`src/rtl/ofdm_mixer_pkg.sv`:
```
// Shared constants and helpers for the NCO complex mixer.
// Holds default widths, mix-mode codes, FSM codes and rounding/clip helpers.
package ofdm_mixer_pkg;

    localparam int DW_DEF  = 16;
    localparam int MPR_DEF = 16;

    localparam logic MIX_UP   = 1'b0;
    localparam logic MIX_DOWN = 1'b1;

    localparam logic [0:0] ST_PRIME = 1'b0;
    localparam logic [0:0] ST_RUN   = 1'b1;

    // Half an LSB of the Q(MPR-1) product, for round-half-up.
    function automatic longint rnd_const(input int mpr);
        return longint'(1) <<< (mpr - 2);
    endfunction

    function automatic longint sat_max(input int dw);
        return (longint'(1) <<< (dw - 1)) - 1;
    endfunction

    function automatic longint sat_min(input int dw);
        return -(longint'(1) <<< (dw - 1));
    endfunction

endpackage

```
`src/rtl/ofdm_cmult_rs.sv`:
```
// Complex multiply with round/saturate: products, add/sub, round+clip.
// Ports: i_en global advance, i_valid/i_last/i_conj + operands in, o_* result.
module ofdm_cmult_rs
    import ofdm_mixer_pkg::*;
#(
    parameter int DW  = DW_DEF,
    parameter int MPR = MPR_DEF
) (
    input  logic                  clk,
    input  logic                  i_rst,
    input  logic                  i_en,
    input  logic                  i_valid,
    input  logic                  i_last,
    input  logic                  i_conj,
    input  logic signed [DW-1:0]  i_xi,
    input  logic signed [DW-1:0]  i_xq,
    input  logic signed [MPR-1:0] i_c,
    input  logic signed [MPR-1:0] i_s,
    output logic                  o_valid,
    output logic                  o_last,
    output logic                  o_sat,
    output logic signed [DW-1:0]  o_i,
    output logic signed [DW-1:0]  o_q
);

    localparam int PW = DW + MPR;
    localparam int SW = PW + 1;
    localparam logic signed [SW-1:0] RND  = SW'(rnd_const(MPR));
    localparam logic signed [SW-1:0] MAXV = SW'(sat_max(DW));
    localparam logic signed [SW-1:0] MINV = SW'(sat_min(DW));

    logic signed [PW-1:0] r_ic, r_qs, r_is, r_qc;
    logic                 r_v2, r_l2, r_cj2;
    logic signed [SW-1:0] r_yi, r_yq;
    logic                 r_v3, r_l3;

    logic signed [SW-1:0] w_ri, w_rq;
    logic signed [DW-1:0] w_oi, w_oq;
    logic                 w_sat_i, w_sat_q;

    // S2: full-precision products
    always_ff @(posedge clk or posedge i_rst) begin
        if (i_rst) begin
            r_v2  <= 1'b0;
            r_l2  <= 1'b0;
            r_cj2 <= 1'b0;
            r_ic  <= '0;
            r_qs  <= '0;
            r_is  <= '0;
            r_qc  <= '0;
        end else if (i_en) begin
            r_v2  <= i_valid;
            r_l2  <= i_last;
            r_cj2 <= i_conj;
            r_ic  <= PW'(i_xi) * PW'(i_c);
            r_qs  <= PW'(i_xq) * PW'(i_s);
            r_is  <= PW'(i_xi) * PW'(i_s);
            r_qc  <= PW'(i_xq) * PW'(i_c);
        end
    end

    // S3: one guard bit absorbs the sum growth
    always_ff @(posedge clk or posedge i_rst) begin
        if (i_rst) begin
            r_v3 <= 1'b0;
            r_l3 <= 1'b0;
            r_yi <= '0;
            r_yq <= '0;
        end else if (i_en) begin
            r_v3 <= r_v2;
            r_l3 <= r_l2;
            if (r_cj2 == MIX_DOWN) begin
                r_yi <= SW'(r_ic) + SW'(r_qs);
                r_yq <= SW'(r_qc) - SW'(r_is);
            end else begin
                r_yi <= SW'(r_ic) - SW'(r_qs);
                r_yq <= SW'(r_is) + SW'(r_qc);
            end
        end
    end

    // S4 combinational: round half up, then clip to DW
    assign w_ri = (r_yi + RND) >>> (MPR - 1);
    assign w_rq = (r_yq + RND) >>> (MPR - 1);

    always_comb begin
        w_oi    = w_ri[DW-1:0];
        w_sat_i = 1'b0;
        if (w_ri > MAXV) begin
            w_oi    = MAXV[DW-1:0];
            w_sat_i = 1'b1;
        end else if (w_ri < MINV) begin
            w_oi    = MINV[DW-1:0];
            w_sat_i = 1'b1;
        end
    end

    always_comb begin
        w_oq    = w_rq[DW-1:0];
        w_sat_q = 1'b0;
        if (w_rq > MAXV) begin
            w_oq    = MAXV[DW-1:0];
            w_sat_q = 1'b1;
        end else if (w_rq < MINV) begin
            w_oq    = MINV[DW-1:0];
            w_sat_q = 1'b1;
        end
    end

    always_ff @(posedge clk or posedge i_rst) begin
        if (i_rst) begin
            o_valid <= 1'b0;
            o_last  <= 1'b0;
            o_sat   <= 1'b0;
            o_i     <= '0;
            o_q     <= '0;
        end else if (i_en) begin
            o_valid <= r_v3;
            o_last  <= r_l3;
            o_sat   <= w_sat_i | w_sat_q;
            o_i     <= w_oi;
            o_q     <= w_oq;
        end
    end

endmodule

```
`src/rtl/ofdm_nco_mixer.sv`:
```
// Frequency-shift stage: pairs each I/Q sample with one NCO sin/cos word.
// Ports: s_* input stream, nco_* NCO link, m_* output stream, status/clear.
module ofdm_nco_mixer
    import ofdm_mixer_pkg::*;
#(
    parameter int DW  = DW_DEF,
    parameter int MPR = MPR_DEF
) (
    input  logic                  clk,
    input  logic                  reset,
    input  logic                  s_valid,
    output logic                  s_ready,
    input  logic signed [DW-1:0]  s_i,
    input  logic signed [DW-1:0]  s_q,
    input  logic                  s_last,
    input  logic                  conj_i,
    input  logic signed [MPR-1:0] nco_sin,
    input  logic signed [MPR-1:0] nco_cos,
    input  logic                  nco_valid,
    output logic                  nco_clken,
    output logic                  m_valid,
    input  logic                  m_ready,
    output logic signed [DW-1:0]  m_i,
    output logic signed [DW-1:0]  m_q,
    output logic                  m_last,
    output logic                  m_sat,
    output logic                  primed_o,
    output logic                  sat_sticky_o,
    input  logic                  clr_i
);

    logic w_pipe_en, w_fire;
    logic [0:0] r_state, w_state_nxt;

    logic                  r_v1, r_l1, r_cj1;
    logic signed [DW-1:0]  r_xi, r_xq;
    logic signed [MPR-1:0] r_c, r_s;

    // Whole pipeline freezes while the output word is blocked.
    assign w_pipe_en = !(m_valid && !m_ready);
    assign w_fire    = s_valid && nco_valid && w_pipe_en;
    assign s_ready   = nco_valid && w_pipe_en;
    // Free-run the NCO until it is valid, then step once per consumed sample.
    assign nco_clken = !nco_valid || w_fire;

    always_ff @(posedge clk or posedge reset) begin
        if (reset) begin
            r_v1  <= 1'b0;
            r_l1  <= 1'b0;
            r_cj1 <= 1'b0;
            r_xi  <= '0;
            r_xq  <= '0;
            r_c   <= '0;
            r_s   <= '0;
        end else if (w_pipe_en) begin
            r_v1 <= w_fire;
            if (w_fire) begin
                r_l1  <= s_last;
                r_cj1 <= conj_i;
                r_xi  <= s_i;
                r_xq  <= s_q;
                r_c   <= nco_cos;
                r_s   <= nco_sin;
            end
        end
    end

    ofdm_cmult_rs #(
        .DW  (DW),
        .MPR (MPR)
    ) u_cmult (
        .clk     (clk),
        .i_rst   (reset),
        .i_en    (w_pipe_en),
        .i_valid (r_v1),
        .i_last  (r_l1),
        .i_conj  (r_cj1),
        .i_xi    (r_xi),
        .i_xq    (r_xq),
        .i_c     (r_c),
        .i_s     (r_s),
        .o_valid (m_valid),
        .o_last  (m_last),
        .o_sat   (m_sat),
        .o_i     (m_i),
        .o_q     (m_q)
    );

    always_comb begin
        w_state_nxt = r_state;
        unique case (r_state)
            ST_PRIME: if (nco_valid)  w_state_nxt = ST_RUN;
            ST_RUN:   if (!nco_valid) w_state_nxt = ST_PRIME;
            default:  w_state_nxt = ST_PRIME;
        endcase
    end

    always_ff @(posedge clk or posedge reset) begin
        if (reset) begin
            r_state <= ST_PRIME;
        end else begin
            r_state <= w_state_nxt;
        end
    end

    assign primed_o = (r_state == ST_RUN);

    // A new saturation event outranks a simultaneous clear.
    always_ff @(posedge clk or posedge reset) begin
        if (reset) begin
            sat_sticky_o <= 1'b0;
        end else if (m_valid && m_ready && m_sat) begin
            sat_sticky_o <= 1'b1;
        end else if (clr_i) begin
            sat_sticky_o <= 1'b0;
        end
    end

endmodule

```
`config.mk`:
```
export PLATFORM = sky130hd
export DESIGN_NAME = ofdm_nco_mixer
export DESIGN_NICKNAME = d
export VERILOG_FILES = /design/src/rtl/ofdm_mixer_pkg.sv /design/src/rtl/ofdm_cmult_rs.sv /design/src/rtl/ofdm_nco_mixer.sv
export SDC_FILE = /design/constraint.sdc
export NUM_CORES = 2
export LEC_CHECK = 0
export CELL_PAD_IN_SITES_DETAIL_PLACEMENT = 0
export CELL_PAD_IN_SITES_GLOBAL_PLACEMENT = 1
export CORE_MARGIN = 8
export CORE_UTILIZATION = 52
export CTS_CLUSTER_DIAMETER = 50
export CTS_CLUSTER_SIZE = 12
export DETAILED_ROUTE_END_ITERATION = 12
export GPL_TIMING_DRIVEN = 0
export PLACE_DENSITY = 0.84
export SYNTH_ARGS = -nofsm -noshare
export SYNTH_HDL_FRONTEND = slang
export SYNTH_SLANG_ARGS = --single-unit
```
`constraint.sdc`:
```
create_clock -name clk -period 11.56 [get_ports clk]
set_input_delay 2.312 -clock clk [delete_from_list [all_inputs] [get_ports clk]]
set_output_delay 2.312 -clock clk [all_outputs]
set_load 0.02 [all_outputs]
```
== Yosys cells after proc, flatten, opt, wreduce, memory -nomap -nowiden ==
Cells that the tools add are included.

* Flip-flop bits (word level): 303
* Bits of input ports: 72

* Reduce and logical (&&, ||, !) cells: 12
* $mul: 4
* Bitwise logic cells: 2
* $add $sub $neg: 6
* Order comparisons: 4
* Mux-type cells: 13

{| class="wikitable"
|+ Operator list
! cell !! count
|-
| $mul 16x16->32 || 4
|-
| $add 32x32->33 || 2
|-
| $add 33x16->33 const B || 2
|-
| $mux 33 || 2
|-
| $sub 32x32->33 || 2
|-
| $mux 16 || 4
|-
| $gt 18x16->1 const B || 2
|-
| $lt 18x16->1 const B || 2
|-
| $mux 1 || 7
|-
| $logic_and 1x1->1 || 6
|-
| $logic_not 1->1 || 3
|-
| $reduce_and 2->1 || 1
|-
| $reduce_bool 2->1 || 1
|-
| $logic_or 1x1->1 || 1
|-
| $not 1->1 || 1
|-
| $or 1x1->1 || 1
|}

== Depth between registers and ports, before layout ==
* Depth in word-level cells: 5
* Depth in mapped cells: 26
* Gate-level depth less buffers: 25

== Hierarchy ==
From an unflattened synthesis, not the netlist that was laid out.

* Cell total of the unflattened synthesis: 5629
* Area total of the unflattened synthesis: 53548.9 sq um

{| class="wikitable"
|+ By module, submodules not included
! module !! sequential area each (sq um) !! area an instance (sq um) !! cells each !! instances
|-
| ofdm_cmult_rs || 5154.9 || 50831.3 || 5475 || 1
|-
| ofdm_nco_mixer || 1726.7 || 2717.6 || 154 || 1
|}

== Worst setup path after synthesis ==
OpenSTA, ideal clock, no wires.

* Path kind: reg2reg
* Start: register r_xi[15]
* End: register u_cmult.r_is[31]
* Slack: 5.224 ns
* Library setup time: 0.137 ns
* Data required time: 11.423 ns
* Cell stages (with the launch flop): 23
* Buffers on the path: 1
* Arrival time: 6.199 ns
* Cells stage by stage: dfrtp_1 > clkbuf_1 > nand2_1 > inv_1 > fa_1 > fa_1 > fa_1 > fa_1 > fa_1 > inv_1 > fa_1 > inv_1 > ha_1 > a21o_1 > a21o_1 > a21oi_1 > o21ai_0 > a21oi_1 > o21ai_0 > or4_1 > a31oi_1 > xnor2_1 > a21oi_1

* Cells in the longest elaborated chain, start to end: 1

{| class="wikitable"
|+ Ends and longest elaborated chain
! what !! line !! RTL
|-
| from (decl) || ofdm_nco_mixer.sv:36 || <nowiki>logic signed [DW-1:0] r_xi, r_xq;</nowiki>
|-
| from (signal assigned) || ofdm_nco_mixer.sv:60 || <nowiki>r_xi <= s_i;</nowiki>
|-
| $mul 16x16->32 || ofdm_cmult_rs.sv:57 || <nowiki>r_is <= PW'(i_xi) * PW'(i_s);</nowiki>
|-
| to (signal assigned) || ofdm_cmult_rs.sv:57 ||
|-
| to (decl) || ofdm_cmult_rs.sv:32 || <nowiki>logic signed [PW-1:0] r_ic, r_qs, r_is, r_qc;</nowiki>
|}

No other way between the ends.
A chain may end at the register's enable or synchronous reset.

== Worst setup path after layout ==
* Start: register r_s[6]
* End: register u_cmult.r_qs[31]

* Cells in the longest elaborated chain, start to end: 1

{| class="wikitable"
|+ Ends and longest elaborated chain
! what !! line !! RTL
|-
| from (decl) || ofdm_nco_mixer.sv:37 || <nowiki>logic signed [MPR-1:0] r_c, r_s;</nowiki>
|-
| from (signal assigned) || ofdm_nco_mixer.sv:63 || <nowiki>r_s <= nco_sin;</nowiki>
|-
| $mul 16x16->32 || ofdm_cmult_rs.sv:56 || <nowiki>r_qs <= PW'(i_xq) * PW'(i_s);</nowiki>
|-
| to (signal assigned) || ofdm_cmult_rs.sv:56 ||
|-
| to (decl) || ofdm_cmult_rs.sv:32 ||
|}

No other way between the ends.

==> results.json <==
{
  "status": "complete, but fails checks",
  "dp_cells": 7239,
  "grt_pass1_wl_um": 266000,
  "core.rowCount": 117,
  "clk_pin_slew_worst_paths_ns": 0.06,
  "fillers": 9324,
  "synth_flop_cell": "dfrtp_1",
  "grt_max_degree": 108,
  "hold_buffers": 0,
  "cts_tree": "built",
  "cts_buffer_depth": 3,
  "initial_core_util": 0.523,
  "area_growth_pct": 8.39,
  "r2r-start": "r_s[6]",
  "hold_viol_final": 0,
  "die_h_um": 336,
  "worstReg2RegEnd": "u_cmult.r_qs[31]",
  "viasPerCell": 5.57,
  "worstSetupEndpointType": "flop",
  "syn-cell-area_mm2": 0.0532,
  "hpwl_um": 144000,
  "synth_top_area_frac": 0.395,
  "synth_fp_nets": 7273,
  "synth_cell_types": 71,
  "fin_crit_sh": 0.779,
  "skew_ns": 0.0471,
  "maxSlewViolCount": 22,
  "core_mm2": 0.102,
  "seqCellArea_mm2": 0.00688,
  "vias": 40800,
  "finalSetupViolations": 0,
  "max_freq_mhz": 111,
  "dieWidth_um": 336,
  "routed_wl_um": 175000,
  "wl_per_cell_um": 23.9,
  "maxCapViolCount": 2,
  "yosysWarnings": 0,
  "startpoint_type": "flop",
  "crit_end": "u_cmult.r_qs[31]",
  "io_pins": 111,
  "fin_cells": 7327,
  "avgSynthCellArea_um2": 9.23,
  "remaining_drc_errors": 0,
  "worstMarginPinSlew_ns": 1.51,
  "critPathArrivalTime_ns": 9.45,
  "multi_input_area_mm2": 0.0409,
  "synth.yosys.seq_area_share": 0.129,
  "slew_headroom": -0.00997,
  "antenna_left": 0,
  "grtUsageTotal": 0.317,
  "grt_pass1_vias": 42800,
  "r2r_slack_ns": 2.55,
  "violations": "capacitance limit, slew limit",
  "synth_edf_count": 0,
  "ys_seq_elements": 275,
  "synth_area_leaders": "fa_1 39%, dfrtp_1 13%, ha_1 9.3%",
  "cts-root-buf": "clkbuf_16",
  "critPathLaunch": "r_s[6]",
  "fp.dieArea_mm2": 0.113,
  "gp_congestion": 0.961,
  "fin_crit_ns": 9.01,
  "clock_sinks": 275,
  "hp-class": "flop to flop",
  "htree_levels": 2,
  "antenna_found_initial": 20,
  "drtIter0Drc": 3183,
  "numCtsBuffers": 45,
  "crit_fanout": 10,
  "async_reset_ff_frac": 1.00,
  "synth.largest_area_cell": "fa_1",
  "io_buffers": 110,
  "syn_inst": 5759,
  "cts.repair.resized": 0,
  "nets": 7432,
  "required_ns": 12.01,
  "gr-total-overflow": 0,
  "clk_latency_ns": 0.65,
  "first_pass_iters": 5,
  "cts_setup_buffers": 0,
  "drive_gt1_frac": 0.0292,
  "reg2regPathDepth": 23,
  "crit_type": "flop to flop",
  "rsz0062_at_grt": "false"
}
-- worst max-delay path, cell delays in order (launching register included) --
cell and delay (ns):
dfrtp_1 0.72, clkbuf_1 0.78, and2_1 0.25, fa_1 0.40
inv_1 0.07, fa_1 0.45, fa_1 0.52, inv_1 0.05
fa_1 0.48, fa_1 0.49, inv_1 0.05, fa_1 0.47
inv_1 0.04, ha_1 0.34, and2_1 0.21, a221oi_1 0.30
o21ai_0 0.36, o21ai_1 0.43, o21ai_0 0.34, o41a_1 0.46
a211oi_1 0.26, o21bai_1 0.11, xnor2_1 1.01, o21ai_0 0.17
-- layout make-up --
| class | instances | share of cell area |
|---|---|---|
| multi-input cells | 4050 | 0.710 |
| plain buffers | 262 | 0.0171 |
| well taps | 1368 | 0.0297 |
| clock buffers | 52 | 0.0211 |
| diodes | 8 | 0.000347 |
| repair buffers | 112 | 0.0201 |
| flip-flops and latches | 275 | 0.119 |
| inverters | 1172 | 0.0765 |
| clock inverters | 28 | 0.00602 |
-- how the worst min path moves through the flow --
stage	from	end	slack, ns	cells after the start
6_report	u_cmult.r_v3	u_cmult.r_v3	0.46	2
5_1_grt	u_cmult.r_ic[1]	u_cmult.r_ic[1]	0.49	2
4_1_cts	u_cmult.r_v3	u_cmult.r_v3	0.46	2
3_5_place_dp	u_cmult.r_v3	u_cmult.r_v3	0.45	2
3_3_place_gp	u_cmult.r_v3	u_cmult.r_v3	0.45	2
2_1_floorplan	u_cmult.r_v3	u_cmult.r_v3	0.43	2
-- registers in the layout, indices dropped and copies added (netlist names), 16 cells and up --
signal / flops
u_cmult.r_yi: 19
r_s: 16
u_cmult.o_i: 16
u_cmult.r_qs: 32
r_xi: 16
u_cmult.o_q: 16
r_xq: 16
u_cmult.r_qc: 32
u_cmult.r_is: 32
r_c: 16
u_cmult.r_ic: 32
u_cmult.r_yq: 19
-- metrics by stage --
stage / hold slack, ns / instance area, um^2 / util / TNS (ns) / setup slack (ns)
final: 0.465 / 57600 / 0.567 / 0 / 2.55
after global routing: 0.493 / 57600 / 0.567 / 0 / 2.42
after CTS: 0.465 / 57600 / 0.567 / 0 / 2.73
after detailed placement: 0.452 / 56000 / 0.552 / 0 / 2.78
after global placement: 0.445 / 56000 / 0.551 / -626.02 / -2.35
after floorplan: 0.430 / 53200 / - / 0 / 1.67
-- cell usage after synthesis, types with 5 or more instances --
| cell type | instances |
|---|---|
| inv_1 | 1172 |
| fa_1 | 1048 |
| nand2_1 | 719 |
| and2_1 | 479 |
| ha_1 | 394 |
| dfrtp_1 | 275 |
| clkbuf_1 | 247 |
| nor2_1 | 213 |
| a21oi_1 | 211 |
| o21ai_0 | 142 |
| xnor2_1 | 141 |
| xor2_1 | 122 |
| mux2_2 | 71 |
| a21o_1 | 53 |
| o21a_1 | 48 |
| nand3_1 | 46 |
| nand2b_1 | 41 |
| nor3_1 | 40 |
| o211ai_1 | 37 |
| and3_1 | 24 |
| o21bai_1 | 21 |
| a211oi_1 | 18 |
| nor2b_1 | 17 |
| a31oi_1 | 16 |
| o31ai_1 | 16 |
| buf_1 | 15 |
| or3_1 | 14 |
| nor4_1 | 11 |
| nand4_1 | 10 |
| a211o_1 | 8 |
| and4_1 | 7 |
| a41oi_1 | 6 |
| nor3b_1 | 5 |
-- kinds of logic after synthesis --
family | after synthesis | share of synthesized area
flip-flops | 275 | 0.129
buffers and inverters | 1434 | 0.101
XOR/XNOR | 264 | 0.0436
AND/OR/NAND/NOR | 1643 | 0.149
adder cells (fa/ha/maj) | 1442 | 0.487
multiplexers | 73 | 0.0154
AO/OA/AOI/OAI | 628 | 0.0736
-- routing by layer --
layer,global-route usage,up-vias,routed length [um]
met4,0.159,6,10700
li1,-,17800,-
met5,0,-,39
met2,0.487,1733,77400
met1,0.424,20900,70600
met3,0.0704,350,16700
-- cells in the final DEF, fill, tap and decap left out, drive strengths merged, types with 5 or more instances in the layout --
cell / instances
o21a: 48
o31ai: 16
nand2: 719
and4: 7
a211oi: 19
o211ai: 37
nand2b: 41
nor3b: 5
nor2: 213
and3: 24
or3: 14
bufinv: 5
dfrtp: 275
nor3: 40
nor2b: 17
xor2: 123
clkdlybuf4s50: 110
clkinvlp: 6
mux2: 71
buf: 17
xnor2: 141
ha: 394
clkinv: 10
diode: 8
nor4: 13
a21oi: 212
and2: 480
a211o: 8
inv: 1179
o21bai: 21
o21ai: 145
a41oi: 7
a21o: 53
clkbuf: 299
fa: 1048
nand3: 46
a31oi: 16
nand4: 10
Power is left out: the tool's default activity adds up to more than one toggle a clock period on the data nets, which glitch-free logic cannot reach.
